**config.mk**
```make
export PLATFORM = sky130hd
export DESIGN_NAME = peripheral_uart_fifo
export DESIGN_NICKNAME = d
export VERILOG_FILES = /design/src/rtl/peripheral_uart_fifo.sv
export SDC_FILE = /design/constraint.sdc
export NUM_CORES = 1
export LEC_CHECK = 0
export CAP_MARGIN = 20
export CORE_MARGIN = 2
export CORE_UTILIZATION = 62
export CTS_BUF_LIST = sky130_fd_sc_hd__clkbuf_2 sky130_fd_sc_hd__clkbuf_4 sky130_fd_sc_hd__clkbuf_8
export CTS_CLUSTER_SIZE = 24
export DETAILED_ROUTE_END_ITERATION = 7
export PLACE_DENSITY = 0.76
export SYNTH_ARGS = -nofsm -noshare
export SYNTH_HDL_FRONTEND = slang
export SYNTH_SLANG_ARGS = --single-unit
```
**constraint.sdc**
```tcl
create_clock -name clk -period 6.68 [get_ports clk]
set_input_delay 1.336 -clock clk [delete_from_list [all_inputs] [get_ports clk]]
set_output_delay 1.336 -clock clk [all_outputs]
set_load 0.03 [all_outputs]
```
**src/rtl/peripheral_uart_fifo.sv**
```systemverilog
// peripheral_uart_fifo
//   Memory-mapped UART with TX/RX FIFOs, a run-time baud divisor,
//   a configurable character width and sticky error flags.
//
// Ports
//   clk    system clock, all logic on posedge
//   rst    asynchronous active-high reset
//   d_in   16-bit write data from the processor
//   cs     block select
//   addr   4-bit register address
//   rd     read strobe (RXDATA pops one entry per cycle)
//   wr     write strobe
//   d_out  registered read data, holds until the next read
//   tx     serial output, idle high
//   rx     serial input, asynchronous to clk
//
// Registers: 0x0 TXDATA, 0x2 CTRL, 0x4 STATUS, 0x6 RXDATA, 0x8 DIV, 0xA COUNT
module peripheral_uart_fifo #(
  parameter int DATA_BITS   = 8,
  parameter int FIFO_DEPTH  = 8,
  parameter int DIV_DEFAULT = 434
) (
  input  logic        clk,
  input  logic        rst,
  input  logic [15:0] d_in,
  input  logic        cs,
  input  logic [3:0]  addr,
  input  logic        rd,
  input  logic        wr,
  output logic [15:0] d_out,
  output logic        tx,
  input  logic        rx
);

  localparam int AW = (FIFO_DEPTH > 1) ? $clog2(FIFO_DEPTH) : 1;
  localparam int CW = $clog2(FIFO_DEPTH + 1);
  localparam int BW = (DATA_BITS > 1) ? $clog2(DATA_BITS) : 1;
  localparam logic [BW-1:0] LAST_BIT = BW'(DATA_BITS - 1);
  localparam logic [CW-1:0] FULL_CNT = CW'(FIFO_DEPTH);

  typedef enum logic [1:0] {S_IDLE, S_START, S_DATA, S_STOP} uart_state_t;

  // bus decode
  logic wr_sel, rd_sel, wr_txdata, wr_ctrl, wr_div, rd_rxdata, flush, clr_err;

  assign wr_sel    = cs & wr;
  assign rd_sel    = cs & rd;
  assign wr_txdata = wr_sel && (addr == 4'h0);
  assign wr_ctrl   = wr_sel && (addr == 4'h2);
  assign wr_div    = wr_sel && (addr == 4'h8);
  assign rd_rxdata = rd_sel && (addr == 4'h6);
  assign flush     = wr_ctrl & d_in[3];
  assign clr_err   = wr_ctrl & d_in[2];

  // control and sticky flags
  logic        tx_en, rx_en;
  logic [15:0] div_reg;
  logic        tx_ovf, rx_ovf, frame_err;
  logic        tx_ovf_set, rx_ovf_set, frame_err_set;

  // set beats clear when both land in the same cycle
  always_ff @(posedge clk or posedge rst) begin
    if (rst) begin
      tx_en     <= 1'b1;
      rx_en     <= 1'b1;
      div_reg   <= 16'(DIV_DEFAULT);
      tx_ovf    <= 1'b0;
      rx_ovf    <= 1'b0;
      frame_err <= 1'b0;
    end else begin
      if (wr_ctrl) begin
        tx_en <= d_in[0];
        rx_en <= d_in[1];
      end
      if (wr_div) div_reg <= (d_in < 16'd4) ? 16'd4 : d_in;
      tx_ovf    <= tx_ovf_set    | (tx_ovf    & ~clr_err);
      rx_ovf    <= rx_ovf_set    | (rx_ovf    & ~clr_err);
      frame_err <= frame_err_set | (frame_err & ~clr_err);
    end
  end

  // TX FIFO
  logic [DATA_BITS-1:0] tx_mem [FIFO_DEPTH];
  logic [AW-1:0]        tx_wptr, tx_rptr;
  logic [CW-1:0]        tx_count;
  logic                 tx_full, tx_empty, tx_push, tx_pop;
  logic [DATA_BITS-1:0] tx_head;

  assign tx_full    = (tx_count == FULL_CNT);
  assign tx_empty   = (tx_count == '0);
  assign tx_head    = tx_mem[tx_rptr];
  // a same-cycle pop frees the slot the write needs
  assign tx_push    = wr_txdata && (!tx_full || tx_pop) && !flush;
  assign tx_ovf_set = wr_txdata && tx_full && !tx_pop && !flush;

  always_ff @(posedge clk or posedge rst) begin
    if (rst) begin
      tx_wptr  <= '0;
      tx_rptr  <= '0;
      tx_count <= '0;
    end else if (flush) begin
      tx_wptr  <= '0;
      tx_rptr  <= '0;
      tx_count <= '0;
    end else begin
      if (tx_push) tx_wptr <= tx_wptr + AW'(1);
      if (tx_pop)  tx_rptr <= tx_rptr + AW'(1);
      tx_count <= tx_count + CW'(tx_push) - CW'(tx_pop);
    end
  end

  always_ff @(posedge clk) begin
    if (tx_push) tx_mem[tx_wptr] <= d_in[DATA_BITS-1:0];
  end

  // TX FSM
  uart_state_t          tx_state, tx_state_next;
  logic [15:0]          tx_div, tx_baud;
  logic [BW-1:0]        tx_bit;
  logic [DATA_BITS-1:0] tx_shift;
  logic                 tx_bit_end, tx_can_start, tx_busy;

  assign tx_bit_end   = (tx_baud == tx_div - 16'd1);
  assign tx_can_start = tx_en && !tx_empty && !flush;
  assign tx_busy      = (tx_state != S_IDLE);

  always_ff @(posedge clk or posedge rst) begin
    if (rst) tx_state <= S_IDLE;
    else     tx_state <= tx_state_next;
  end

  // STOP may chain straight into START so queued frames have no gap
  always_comb begin
    tx_state_next = tx_state;
    tx_pop        = 1'b0;
    case (tx_state)
      S_IDLE:  if (tx_can_start) begin
                 tx_state_next = S_START;
                 tx_pop        = 1'b1;
               end
      S_START: if (tx_bit_end) tx_state_next = S_DATA;
      S_DATA:  if (tx_bit_end && tx_bit == LAST_BIT) tx_state_next = S_STOP;
      S_STOP:  if (tx_bit_end) begin
                 if (tx_can_start) begin
                   tx_state_next = S_START;
                   tx_pop        = 1'b1;
                 end else begin
                   tx_state_next = S_IDLE;
                 end
               end
      default: tx_state_next = S_IDLE;
    endcase
  end

  // tx is registered from the current state, so the line lags the FSM by one clock
  always_ff @(posedge clk or posedge rst) begin
    if (rst) begin
      tx_div   <= 16'(DIV_DEFAULT);
      tx_baud  <= '0;
      tx_bit   <= '0;
      tx_shift <= '0;
      tx       <= 1'b1;
    end else begin
      if (tx_pop) begin
        tx_shift <= tx_head;
        tx_div   <= div_reg;
        tx_baud  <= '0;
        tx_bit   <= '0;
      end else if (tx_state != S_IDLE) begin
        if (tx_bit_end) begin
          tx_baud <= '0;
          if (tx_state == S_DATA) begin
            tx_shift <= tx_shift >> 1;
            tx_bit   <= tx_bit + BW'(1);
          end
        end else begin
          tx_baud <= tx_baud + 16'd1;
        end
      end
      case (tx_state)
        S_START: tx <= 1'b0;
        S_DATA:  tx <= tx_shift[0];
        default: tx <= 1'b1;
      endcase
    end
  end

  // RX synchroniser and falling-edge detect
  logic rx_meta, rx_sync, rx_prev, rx_fall;

  always_ff @(posedge clk or posedge rst) begin
    if (rst) begin
      rx_meta <= 1'b1;
      rx_sync <= 1'b1;
      rx_prev <= 1'b1;
    end else begin
      rx_meta <= rx;
      rx_sync <= rx_meta;
      rx_prev <= rx_sync;
    end
  end

  assign rx_fall = rx_prev & ~rx_sync;

  // RX FIFO
  logic [DATA_BITS-1:0] rx_mem [FIFO_DEPTH];
  logic [AW-1:0]        rx_wptr, rx_rptr;
  logic [CW-1:0]        rx_count;
  logic                 rx_full, rx_empty, rx_done, rx_push, rx_pop;
  logic [DATA_BITS-1:0] rx_head, rx_shift;

  assign rx_full    = (rx_count == FULL_CNT);
  assign rx_empty   = (rx_count == '0);
  assign rx_head    = rx_mem[rx_rptr];
  assign rx_push    = rx_done && !rx_full && !flush;
  assign rx_ovf_set = rx_done && rx_full && !flush;
  assign rx_pop     = rd_rxdata && !rx_empty && !flush;

  always_ff @(posedge clk or posedge rst) begin
    if (rst) begin
      rx_wptr  <= '0;
      rx_rptr  <= '0;
      rx_count <= '0;
    end else if (flush) begin
      rx_wptr  <= '0;
      rx_rptr  <= '0;
      rx_count <= '0;
    end else begin
      if (rx_push) rx_wptr <= rx_wptr + AW'(1);
      if (rx_pop)  rx_rptr <= rx_rptr + AW'(1);
      rx_count <= rx_count + CW'(rx_push) - CW'(rx_pop);
    end
  end

  always_ff @(posedge clk) begin
    if (rx_push) rx_mem[rx_wptr] <= rx_shift;
  end

  // RX FSM
  uart_state_t   rx_state, rx_state_next;
  logic [15:0]   rx_div, rx_baud;
  logic [BW-1:0] rx_bit;
  logic          rx_start, rx_bit_end, rx_half;

  assign rx_bit_end = (rx_baud == rx_div - 16'd1);
  assign rx_half    = (rx_baud == (rx_div >> 1));

  always_ff @(posedge clk or posedge rst) begin
    if (rst) rx_state <= S_IDLE;
    else     rx_state <= rx_state_next;
  end

  // start bit is re-checked half a bit in to reject short glitches
  always_comb begin
    rx_state_next = rx_state;
    rx_start      = 1'b0;
    rx_done       = 1'b0;
    frame_err_set = 1'b0;
    case (rx_state)
      S_IDLE:  if (rx_en && rx_fall) begin
                 rx_state_next = S_START;
                 rx_start      = 1'b1;
               end
      S_START: if (rx_half) rx_state_next = rx_sync ? S_IDLE : S_DATA;
      S_DATA:  if (rx_bit_end && rx_bit == LAST_BIT) rx_state_next = S_STOP;
      S_STOP:  if (rx_bit_end) begin
                 rx_state_next = S_IDLE;
                 if (rx_sync) rx_done       = 1'b1;
                 else         frame_err_set = 1'b1;
               end
      default: rx_state_next = S_IDLE;
    endcase
  end

  // data bits shift in at the top so the first (LSB) bit ends at bit 0
  always_ff @(posedge clk or posedge rst) begin
    if (rst) begin
      rx_div   <= 16'(DIV_DEFAULT);
      rx_baud  <= '0;
      rx_bit   <= '0;
      rx_shift <= '0;
    end else if (rx_start) begin
      rx_div  <= div_reg;
      rx_baud <= '0;
      rx_bit  <= '0;
    end else begin
      case (rx_state)
        S_START: rx_baud <= rx_half ? 16'd0 : rx_baud + 16'd1;
        S_DATA:  if (rx_bit_end) begin
                   rx_baud  <= '0;
                   rx_shift <= {rx_sync, rx_shift[DATA_BITS-1:1]};
                   rx_bit   <= rx_bit + BW'(1);
                 end else begin
                   rx_baud <= rx_baud + 16'd1;
                 end
        S_STOP:  rx_baud <= rx_bit_end ? 16'd0 : rx_baud + 16'd1;
        default: rx_baud <= '0;
      endcase
    end
  end

  // read mux and registered read data
  logic [6:0]  status;
  logic [7:0]  tx_cnt8, rx_cnt8;
  logic [15:0] rd_data;

  assign status  = {frame_err, rx_ovf, tx_ovf, ~rx_empty, tx_busy, tx_empty, tx_full};
  assign tx_cnt8 = 8'(tx_count);
  assign rx_cnt8 = 8'(rx_count);

  always_comb begin
    rd_data = '0;
    case (addr)
      4'h2:    rd_data = {14'd0, rx_en, tx_en};
      4'h4:    rd_data = {9'd0, status};
      4'h6:    if (!rx_empty) rd_data = 16'(rx_head);
      4'h8:    rd_data = div_reg;
      4'hA:    rd_data = {rx_cnt8, tx_cnt8};
      default: rd_data = '0;
    endcase
  end

  always_ff @(posedge clk or posedge rst) begin
    if (rst)         d_out <= '0;
    else if (rd_sel) d_out <= rd_data;
  end

endmodule
```
==> results.tsv, run 1 <==
stage	metric	value	unit
yosys	synth_enable_flop_cells	128	
power_and_ir_drop	total_power	0.00581	W
clock_tree	numCtsBuffers	46	
timing	setup_violations	0	
yosys	syn_inst	1044	
min_path	hold_class	flop to flop	
detailed_routing	wl_per_cell	19.7	µm
timing	rsz0062_at_grt	no	
outcome	status	complete, no violations	
grt	use_met3	4.48	%
grt	groute.usage.overall	25.8	%
yosys	avgSynthCellArea	12.8	µm²
placed_design	preCtsSetupSlack	1.30	ns
yosys	ys_types	73	
detailed_routing	drt_iter0_markers	542	
clock_tree	cts_buffer_depth	3	
die	die_w	151	µm
setup_path	worstSetupStartpointType	primary input	
layout	largestRegisters	rx_mem (64), tx_mem (64)	
yosys	ys_seq_area_share	57.4	%
placed_design	io_buffers	42	
die	io_pins	43	
setup_path	critPathKind	primary input to flop	
timing	period_share	72.9	%
clock_tree	clock_latency	0.56	ns
timing	slew_viol_final	0	
layout	area_growth	13.7	%
clock_tree	cts_tree	yes	
timing	hold_viol	0	
clock_tree	cts_root_buffer	clkbuf_8	
grt	grt_max_degree	98	
layout	fin_nets	1161	
power_and_ir_drop	p_per_area	383	nW/µm²
yosys	yosysWarnings	0	
clock_tree	cts_setup_buffers	0	
detailed_routing	routed_wl	27800	µm
layout	n_antenna_cell	0	
placed_design	gp_congestion	0.901	
timing	worst-slew-pin-transition	0.971	ns
layout	final_common_cell	dfrtp_1	
timing	fin_setup_tns	0	ns
detailed_routing	drtPass1Iterations	5	
layout	final_layout_size_suffix_gt1_share	20.1	%
yosys	synth_top_flop_cell	dfrtp_1	
die	coreArea	21100	µm²
detailed_routing	via_count	8518	
grt	antenna_found_initial	0	
placed_design	dp_hpwl	19100	µm
clock_tree	clk_pin_slew	0.06	ns
grt	met1_usage	36.0	%
setup_path	crit_fanout	16	
yosys	synth-async-reset-ratio	54.1	%
setup_path	cp.required	7.12	ns
clock_tree	cts-htree-levels	2	
flow_run	cap_violations	0	
die	start_util	63.2	%
yosys	synth_seq_cells	279	
power_and_ir_drop	vdd_drop_max	264	µV
yosys	netlist_area	13300	µm²
die	die_h	151	µm
timing	maxSlewHeadroom	34.6	%
setup_path	arrival	5.31	ns
power_and_ir_drop	leakage	6.15	nW
clock_tree	hold_buffers	0	
detailed_routing	ant_nets	0	
die	rows	53	
layout	layout_common_cells	130 x dfrtp_1, 128 x edfxtp_1, 61 x nor2_1	
grt	grt_pass1_vias	8554	
timing	timing.hold.ws	0.355	ns
detailed_routing	drc	0	
clock_tree	cts_sinks	279	
grt	grt.busiest_layer	met2	
yosys	synth_fp_nets	1100	
timing	finClkSkew	0.0174	ns
timing	fmax	205	MHz
clock_tree	ctsResizeCount	0	
grt	grt-ovfl-total	0	
detailed_routing	viasPerCell	6.02	
timing	period_needed	4.87	ns
grt	grtUsageMet2	41.9	%
setup_path	critical_path.endpoint_type	flop	
grt	grt_pass1_wl	45100	µm
timing	layout_setup_ws	1.81	ns
die	die-area	22700	µm²
[critical path: stages]
cell	delay, ns
clkdlybuf4s50_1	0.76
nand2b_1	0.30
or4_1	0.16
nand3_1	0.18
nor2_1	0.21
nor4bb_1	0.52
a211o_1	0.31
nand2_1	0.29
ha_1	0.38
inv_1	0.05
ha_1	0.20
fa_1	0.39
xnor2_1	0.16
nor2_1	0.05
[metrics by stage]
stage	utilization, %	area (µm²)	cells
after floorplan	-	13300	1044
after global placement	66.8	14100	1329
after detailed placement	66.8	14100	1329
after CTS	71.6	15100	1413
after global routing	71.9	15200	1416
final	71.9	15200	1416
[layer usage]
metal | routed length (µm) | share of wire, %
met1 | 12100 | 43
met2 | 13600 | 49
met3 | 1430 | 5.1
met4 | 684 | 2.5
met5 | 0 | 0
[final timing paths]
kind                           start          end  slack, ns  cells past startpoint
hold / removal               rx_meta      rx_sync       0.35                      0
min in group asynchronous        rst  tx_baud[15]       1.33                      2
max in group asynchronous        rst     d_out[2]       4.11                      3
setup / recovery             addr[1]  tx_count[2]       1.81                     14
hold reg to reg              rx_meta      rx_sync       0.35                      0
setup reg to reg           tx_div[3]  tx_count[2]       2.17                     13
[synthesized netlist by cell type, types with 11 or more instances]
cell type / instances / area (µm²)
dfstp_2: 21 / 552
a22o_1: 14 / 123
dfrtp_1: 130 / 3250
or3_1: 13 / 81.3
edfxtp_1: 128 / 3840
inv_1: 34 / 128
mux2i_1: 29 / 290
ha_1: 28 / 350
nand3_1: 31 / 155
mux4_2: 32 / 721
xnor2_1: 34 / 298
o21ai_0: 32 / 160
mux2_2: 54 / 608
nor3_1: 23 / 115
a31oi_1: 16 / 100
nor4_1: 27 / 169
xor2_1: 46 / 403
and3_1: 12 / 75.1
nand2_1: 55 / 206
nor2b_1: 19 / 119
a21oi_1: 30 / 150
nand2b_1: 11 / 68.8
nor2_1: 61 / 229
clkbuf_1: 40 / 150
[kinds of logic (layout without fill, tap and decap cells)]
family / after synthesis / count (layout) / share of synthesized area, %
xor gates and xnor gates: 80 / 80 / 5.26
adders and majority gates: 30 / 30 / 2.93
DFF: 279 / 279 / 57.4
muxes: 116 / 116 / 12.2
AOI/OAI and AO/OA: 151 / 151 / 7.54
buffers and inverters: 90 / 187 / 2.65
and+or+nand+nor: 298 / 298 / 12.0
[cell type report]
cell class | count | area [µm²]
flip-flops and latches | 279 | 7650
fillers | 1449 | 5920
clock buffers | 67 | 828
multi-input cells | 675 | 5370
inverters | 34 | 133
clock inverters | 17 | 183
repair buffers | 69 | 661
well taps | 275 | 344
[power breakdown]
part	internal, W	switching (W)	total [W]
clock	0.000953	0.000665	0.00162
combinational	0.000869	0.000909	0.00178
sequential	0.00205	0.000371	0.00242
total	0.00387	0.00194	0.00581
(Power assumes the default switching activity.)
==> run 2: changes to the inputs <==
--- a/config.mk
+++ b/config.mk
@@ -7,11 +7,11 @@
 export LEC_CHECK = 0
 export CAP_MARGIN = 20
 export CORE_MARGIN = 2
-export CORE_UTILIZATION = 62
+export CORE_UTILIZATION = 58
 export CTS_BUF_LIST = sky130_fd_sc_hd__clkbuf_2 sky130_fd_sc_hd__clkbuf_4 sky130_fd_sc_hd__clkbuf_8
 export CTS_CLUSTER_SIZE = 24
 export DETAILED_ROUTE_END_ITERATION = 7
-export PLACE_DENSITY = 0.76
+export PLACE_DENSITY = 0.75
 export SYNTH_ARGS = -nofsm -noshare
 export SYNTH_HDL_FRONTEND = slang
 export SYNTH_SLANG_ARGS = --single-unit
==> constraint.sdc (replaced) <==
create_clock -name clk -period 4.24 [get_ports clk]
set_input_delay 0.848 -clock clk [delete_from_list [all_inputs] [get_ports clk]]
set_output_delay 0.848 -clock clk [all_outputs]
set_load 0.03 [all_outputs]
==> run 2 against run 1 <==
Clock skew decreased by 0.0033 ns. Critical path depth is 1 higher. Sequential power rose by 57%. Die area grew 6.7%. Core utilization down 4.2 points. Final area grew 0.81%. Global-route usage is 2.0 points lower. Register-to-register slack lost 1.9 ns. Clock-buffer cell count shrank 3. Critical path type is now flop to flop.
==> results.tsv, run 2 (synthesis gave the netlist of run 1 again) <==
stage	metric	value	unit	change
outcome	status	complete, no violations		
timing	maxSlewHeadroom	30.3	%	-4.3 points
layout	area_growth	14.7	%	
clock_tree	cts_setup_buffers	0		unchanged
flow_run	cap_violations	0		unchanged
die	start_util	59.1	%	-4.2 points
grt	grt_max_degree	152		+55%
detailed_routing	via_count	8701		+2.1%
grt	groute.usage.overall	23.8	%	-2.0 points
clock_tree	clk_pin_slew	0.06	ns	about the same
setup_path	crit_path_end	tx_count[2]		
min_path	hold_class	flop to flop		
setup_path	timing.reg2reg.setup_slack	0.28	ns	-1.89 ns
layout	largestRegisters	rx_mem (64), tx_mem (64)		
detailed_routing	drc	0		unchanged
power_and_ir_drop	leakage	6.30	nW	+2.4%
timing	worst-slew-pin-transition	1.03	ns	+0.0637 ns
layout	fin_nets	1182		+1.8%
die	die_w	156	µm	+3.3%
die	rows	55		+3.8%
setup_path	worst-path-buf-inv	2		unchanged
setup_path	crit_cells	15		+1
timing	hold_viol	0		unchanged
timing	fmax	252	MHz	
placed_design	dp_hpwl	19200	µm	+0.70%
die	coreArea	22600	µm²	+7.0%
timing	finClkSkew	0.0141	ns	-0.00330 ns
detailed_routing	routed_wl	28200	µm	+1.4%
grt	grt-ovfl-total	0		unchanged
die	io_pins	43		unchanged
layout	final_layout_size_suffix_gt1_share	21.9	%	+1.8 points
clock_tree	cts_tree	yes		
timing	period_needed	3.96	ns	
clock_tree	cts_root_buffer	clkbuf_8		
clock_tree	cts_buffer_depth	3		unchanged
placed_design	io_buffers	42		unchanged
layout	final_common_cell	dfrtp_1		
timing	layout_setup_ws	0.278	ns	-1.53 ns
clock_tree	clock_latency	0.56	ns	about the same
timing	setup_violations	0		unchanged
timing	period_share	93.5	%	
timing	fin_setup_tns	0	ns	unchanged
layout	layout_common_cells	130 x dfrtp_1, 128 x edfxtp_1, 61 x nor2_1		
setup_path	worst_path_max_delay_cell	dfstp_2		
setup_path	worstSetupStartpoint	tx_div[1]		
setup_path	worstSetupStartpointType	flop		
detailed_routing	ant_nets	0		unchanged
placed_design	gp_congestion	0.888		-1.4%
detailed_routing	drtPass1Iterations	5		unchanged
setup_path	crit_chain	inv_1 -> ha_1 -> or4_1 -> nor4_1 -> a21oi_1 -> a22o_1 -> nor4bb_2 -> a211o_1 -> nand2_1 -> ha_1 -> inv_1 -> ha_1 -> fa_1 -> xnor2_1 -> nor2_1		
layout	n_antenna_cell	0		unchanged
grt	grt_pass1_vias	8479		-0.88%
setup_path	reg2reg_from	tx_div[1]		
setup_path	cp.required	4.68	ns	-2.44 ns
setup_path	crit_family	simple AND/OR/NAND/NOR gates		
setup_path	reg2reg_to	tx_count[2]		
timing	slew_viol_final	0		unchanged
power_and_ir_drop	total_power	0.00917	W	+58%
detailed_routing	drt_iter0_markers	620		+14%
timing	rsz0062_at_grt	no		
clock_tree	cts-htree-levels	2		unchanged
clock_tree	cts_sinks	279		unchanged
setup_path	arrival	4.40	ns	-0.91 ns
setup_path	slowest_delay	0.57	ns	-0.19 ns
grt	antenna_found_initial	0		unchanged
setup_path	critical_path.endpoint_type	flop		
detailed_routing	wl_per_cell	19.5	µm	-0.73%
setup_path	critPathKind	flop to flop		
placed_design	dpl_cell_area	14300	µm²	+1.4%
setup_path	reg2reg_depth	15		+2
power_and_ir_drop	p_per_area	600	nW/µm²	+57%
die	die_h	156	µm	+3.3%
setup_path	cp_common_cell	ha_1		
grt	grt_pass1_wl	44900	µm	-0.57%
placed_design	preCtsSetupSlack	-0.00427	ns	-1.31 ns
die	die-area	24200	µm²	+6.7%
detailed_routing	viasPerCell	6.01		about the same
layout	fin_area	15300	µm²	+0.81%
power_and_ir_drop	vdd_drop_max	490	µV	+86%
setup_path	crit_fanout	6		-10
clock_tree	numCtsBuffers	45		-2.2%
==> run 2: worst min-delay path by stage <==
| stage | slack, ns | depth (start not counted) | startpoint | to |
|---|---|---|---|---|
| 6_report | 0.36 | 0 | rx_meta | rx_sync |
| 5_1_grt | 0.36 | 0 | rx_meta | rx_sync |
| 4_1_cts | 0.35 | 0 | rx_meta | rx_sync |
| 3_5_place_dp | 0.35 | 0 | rx_meta | rx_sync |
| 3_3_place_gp | 0.35 | 0 | rx_meta | rx_sync |
| 2_1_floorplan | 0.35 | 0 | rx_meta | rx_sync |
==> run 2: routing by layer <==
layer | share of wire (%) | track usage [%]
met5 | 0 | 0
met4 | 2.2 | 7.16
met3 | 5.4 | 4.31
met2 | 48 | 38.5
met1 | 44 | 33.2
==> run 2: worst register-to-register path, stage by stage, from the launching register on <==
cell and delay, ns:
dfstp_2 0.57, inv_1 0.05, ha_1 0.18, or4_1 0.51, nor4_1 0.18, a21oi_1 0.07
a22o_1 0.27, nor4bb_2 0.49, a211o_1 0.22, nand2_1 0.15, ha_1 0.31, inv_1 0.04
ha_1 0.20, fa_1 0.39, xnor2_1 0.17, nor2_1 0.06
==> run 2: through the flow <==
stage	instances	util, %	hold WS [ns]
CTS	1446	67.6	0.354
detailed placement	1363	63.3	0.347
finish	1447	67.7	0.355
global route	1447	67.7	0.362
floorplan	1044	-	0.345
global placement	1363	63.3	0.347
==> run 2: what timing repair did <==
item / 4_1_cts / 5_1_grt
setup endpoints to repair: 0 / 21
gates resized for setup: 0 / 3
hold buffers: 0 / 0
==> run 2: cell type report <==
| type | instances | area [µm²] |
|---|---|---|
| fill | 1620 | 7280 |
| inverter | 34 | 131 |
| timing repair buffer | 90 | 793 |
| clock buffer | 64 | 812 |
| clock inverter | 19 | 148 |
| tap | 285 | 357 |
| sequential | 279 | 7650 |
| multi-input combinational | 676 | 5400 |
==> run 2: report_power, final <==
group | total [W] | switching [W] | internal [W]
logic | 0.00296 | 0.00150 | 0.00146
registers | 0.00379 | 0.000569 | 0.00322
clock network | 0.00242 | 0.00105 | 0.00137
==> run 3: changes to the inputs <==
--- a/config.mk
+++ b/config.mk
@@ -12,6 +12,7 @@
 export CTS_CLUSTER_SIZE = 24
 export DETAILED_ROUTE_END_ITERATION = 7
 export PLACE_DENSITY = 0.75
+export SKIP_CTS_REPAIR_TIMING = 1
 export SYNTH_ARGS = -nofsm -noshare
 export SYNTH_HDL_FRONTEND = slang
 export SYNTH_SLANG_ARGS = --single-unit
==> constraint.sdc (replaced) <==
create_clock -name clk -period 4.24 [get_ports clk]
set_input_delay 0.848 -clock clk [delete_from_list [all_inputs] [get_ports clk]]
set_output_delay 0.848 -clock clk [all_outputs]
set_load 0.05 [all_outputs]
==> results of run 3 <==
Same layout as run 2 (identical final DEF). Status: complete, no violations.
Main changes from that run: total power 0.00917 W -> 0.00919 W
